## config.mk

```make
export PLATFORM = sky130hd
export DESIGN_NAME = sat_counter
export DESIGN_NICKNAME = d
export VERILOG_FILES = /design/src/rtl/test_sequencer_sat_counter.sv
export SDC_FILE = /design/constraint.sdc
export NUM_CORES = 1
export LEC_CHECK = 0
export BUFFER_PORTS_ARGS = -buffer_cell sky130_fd_sc_hd__buf_2
export CAP_MARGIN = 20
export CORE_MARGIN = 2
export CORE_UTILIZATION = 37
export CTS_CLUSTER_DIAMETER = 150
export DETAILED_ROUTE_END_ITERATION = 7
export HOLD_SLACK_MARGIN = 0.03
export PLACE_DENSITY = 0.62
export SETUP_SLACK_MARGIN = 0.2
export SYNTH_ARGS = -nofsm -noshare
export SYNTH_HDL_FRONTEND = slang
export SYNTH_SLANG_ARGS = --single-unit
```

## constraint.sdc

```tcl
create_clock -name clk_dut -period 2.6 [get_ports clk_dut]
set_clock_uncertainty 0.1 [all_clocks]
set_input_delay 0.13 -clock clk_dut [delete_from_list [all_inputs] [get_ports clk_dut]]
set_output_delay 0.13 -clock clk_dut [all_outputs]
set_load 0.01 [all_outputs]
```

## src/rtl/test_sequencer_sat_counter.sv

```systemverilog
// Saturating up-counter with synchronous clear; holds at all-ones instead of wrapping.
module sat_counter #(
    parameter int W = 32
) (
    input  logic         clk_dut,
    input  logic         reset,
    input  logic         i_clr,
    input  logic         i_inc,
    output logic [W-1:0] o_count
);

    logic [W-1:0] r_count;

    // count register: reset, then clear, then saturating increment
    always_ff @(posedge clk_dut) begin
        if (reset) begin
            r_count <= '0;
        end else if (i_clr) begin
            r_count <= '0;
        end else if (i_inc && (r_count != {W{1'b1}})) begin
            r_count <= r_count + {{(W-1){1'b0}}, 1'b1};
        end else begin
            r_count <= r_count;
        end
    end

    assign o_count = r_count;

endmodule

```

==> results by group <==
Timing
  – Least-Margin Pin Slew: around 0.78 ns
  – Period minus WS final: 2.27 ns
  – Max-slew headroom: 0.480
  – TNS Setup: 0 ns
  – Final Hold Fails: 0
  – Setup violators final: 0
  – Final period utilization: 0.871
  – Fmax achieved: about 440 MHz
  – Unrepaired setup endpoints after global routing: false
  – Fin. max-slew vios: 0

Floorplan
  – Die W: approximately 70 um
  – Height of the die: around 70 um
  – Rows: 24
  – Ports: 36
  – Die area: about 4900 um^2
  – Initial core utilization: 0.377
  – Core box area: 4290 um^2

Cells and area
  – Share of post-route cells with drive strength above 1: 0.256
  – Layout area overhead: 21.6%
  – Post-route cell area: between 1500 and 2000 um^2
  – N_diodes: 0
  – Max reg flops: 32
  – Nets: approximately 240
  – Non-filler cells, final: 290
  – Footprint of the multi-input gates: slightly above 900 um^2
  – Fillers: roughly 450
  – FF+latch area: about 650 um^2

Clock tree
  – H-tree levels: 2
  – CTS tree: done
  – CTS sink cnt: 32
  – Skew-Pair Late Insertion Delay: around 0.29 ns
  – Num CTS Buffers: 5
  – CTS root buf: clkbuf_8
  – Clock buffer depth: 2
  – Clock transition time at the flip-flop clock pins of the worst setup and hold paths: 0.07 ns
  – # hold bufs at CTS: 0

Worst setup path
  – Top Family by Delay on Critical Path: simple AND/OR/NAND/NOR gates
  – Worst-path maximum fanout: 5
  – Crit path top cell by count: or4_4
  – Critical-path top delay cell: or4_4
  – Reg2Reg Setup Slack: around 0.33 ns
  – CP required: roughly 2.7 ns
  – Endpoint class of the critical path: register
  – Worst path cell trace: ha_1, nand2_2, or4_4, or4_4, or3_1, a21oi_1
  – Crit Path Category: register to register
  – Buffer and inverter count on the worst path: 0
  – Critical Path Start Type: register
  – Worst Path Arrival: about 2.4 ns
  – Slowest stage delay, CP: approximately 0.50 ns

Logic synthesis
  – Seq cells post-synth: 32
  – Post-synth EDFFs: 0
  – Count of cell types in the netlist: 37
  – Most frequent cells after synthesis: dfxtp_1, nand2_1, nor2_1
  – Yosys top cell area share: 0.395
  – Top-count cell post-synth: dfxtp_1
  – Largest area contributor in the netlist: dfxtp_1
  – Ys async rst share: 0
  – Avg Inst Size Synth: ~8 um^2
  – Syn nets: ~200
  – Top post-synthesis cells by area: dfxtp_1, or3_1, a21oi_1, nand2_1, nand3_1
  – Gate Count Post-Synth: ~200
  – Ys Warns: 0
  – Top FF cell, synth: dfxtp_1
  – Cell area after synthesis: between 1500 and 2000 um^2
  – Post-synthesis sequential area ratio: 0.395

Placement
  – I/O Buffers: 35
  – Routability cong.: 0.748
  – Post-DP HPWL: 2690 um
  – Placed cell areas: about 1900 um^2
  – Post-Place Cells: about 280

Job
  – Max-cap violations: 0

Outcome
  – Status: finished, final reports clean

Route
  – Post-DRT Antenna Nets: 0
  – Via count: 1598
  – DRT Pass-1 Iters: 4
  – Number of vias per cell: 5.51
  – Drt wl/cell: ~13 um
  – DRC viols: 0
  – 1st-iter DRT viols: between 100 and 150
  – Drt total wl: roughly 3800 um

Global route
  – Vias in the first global route: around 1400
  – Total grt overflow: 0
  – Largest net degree at the start of global routing: 31
  – First-pass GRT wire length: about 6300 um
  – Initial antenna violation count: 0
  – Global-route usage over all layers: 0.159

Worst hold path
  – Min-delay worst type: input port to register

Pwr
  – Leak: ~0.00073 uW
  – PwrDens: about 460 nW/um^2
  – VDD IR-drop max: ~0.00019 V
==> cell usage in the layout (no fill, tap or decap), types with 5 or more instances in the layout <==
cell	Yosys	final
buf_2	4	35
dfxtp_1	32	28
nand2_1	18	17
nor2_1	16	16
or3_1	15	15
a21oi_1	15	15
nand3_1	12	12
o21ai_0	11	11
nand4_1	9	9
clkbuf_8	0	6
buf_4	0	6
o21ai_1	5	5
xnor2_1	5	5
==> power by group <==
part	total, uW	internal [uW]	switching (uW)
registers	493	491	1.42
logic	23.9	6.33	17.6
clock network	399	211	188
total	916	709	207
==> worst reg2reg max path, cell delays in order (launching register included) <==
cell,delay (ns)
dfxtp_2,0.37
ha_1,0.21
nand2_2,0.10
or4_4,0.50
or4_4,0.46
or3_1,0.32
a21oi_1,0.14
==> layout make-up <==
class | instances | area share
flip-flops and latches | 32 | 0.328
repair buffers | 41 | 0.112
inverters | 4 | 0.00762
well taps | 52 | 0.0330
clock buffers | 6 | 0.0419
clock inverters | 2 | 0.00508
multi-input cells | 153 | 0.473
==> per-layer routing <==
layer | GRT usage | vias to the layer above | part of all wire | wire [um]
li1 | - | 835 | - | -
met4 | 0.0449 | 0 | 0.011 | 42
met5 | 0 | - | 0 | 0
met1 | 0.219 | 730 | 0.50 | 1900
met2 | 0.237 | 28 | 0.44 | 1690
met3 | 0.0519 | 5 | 0.046 | 174
==> what timing repair did <==
item | in CTS | in global routing
endpoints found under the setup margin | 0 | 16
setup buffers | 0 | 0
gates resized for setup | 0 | 6
==> per-stage QoR <==
| stage | power, uW | worst slack [ns] | hold WS [ns] | util |
|---|---|---|---|---|
| floorplan | 518 | 0.332 | 0.199 | - |
| global placement | 527 | 0.308 | 0.381 | 0.435 |
| detailed placement | 527 | 0.290 | 0.384 | 0.435 |
| CTS | 929 | 0.256 | 0.0829 | 0.456 |
| global route | 953 | 0.209 | 0.0996 | 0.459 |
| finish | 916 | 0.334 | 0.0933 | 0.459 |
==> cell families after synthesis <==
group / Yosys count / synth area share
buffers and inverters: 13 / 0.0332
adder cells (fa/ha/maj): 1 / 0.00772
flip-flops: 32 / 0.395
AND/OR/NAND/NOR: 91 / 0.312
XOR/XNOR: 7 / 0.0378
AO/OA/AOI/OAI: 54 / 0.214
==> path summary, 6_finish.rpt <==
kind,startpoint,endpoint,cells past startpoint
max,o_count[0]$_SDFFE_PP0P_,o_count[30]$_SDFFE_PP0P_,6
max reg2reg,o_count[0]$_SDFFE_PP0P_,o_count[30]$_SDFFE_PP0P_,6
min reg2reg,o_count[1]$_SDFFE_PP0P_,o_count[1]$_SDFFE_PP0P_,2
min,i_inc,o_count[2]$_SDFFE_PP0P_,3
Note: power is estimated with default switching activity, not from simulation.
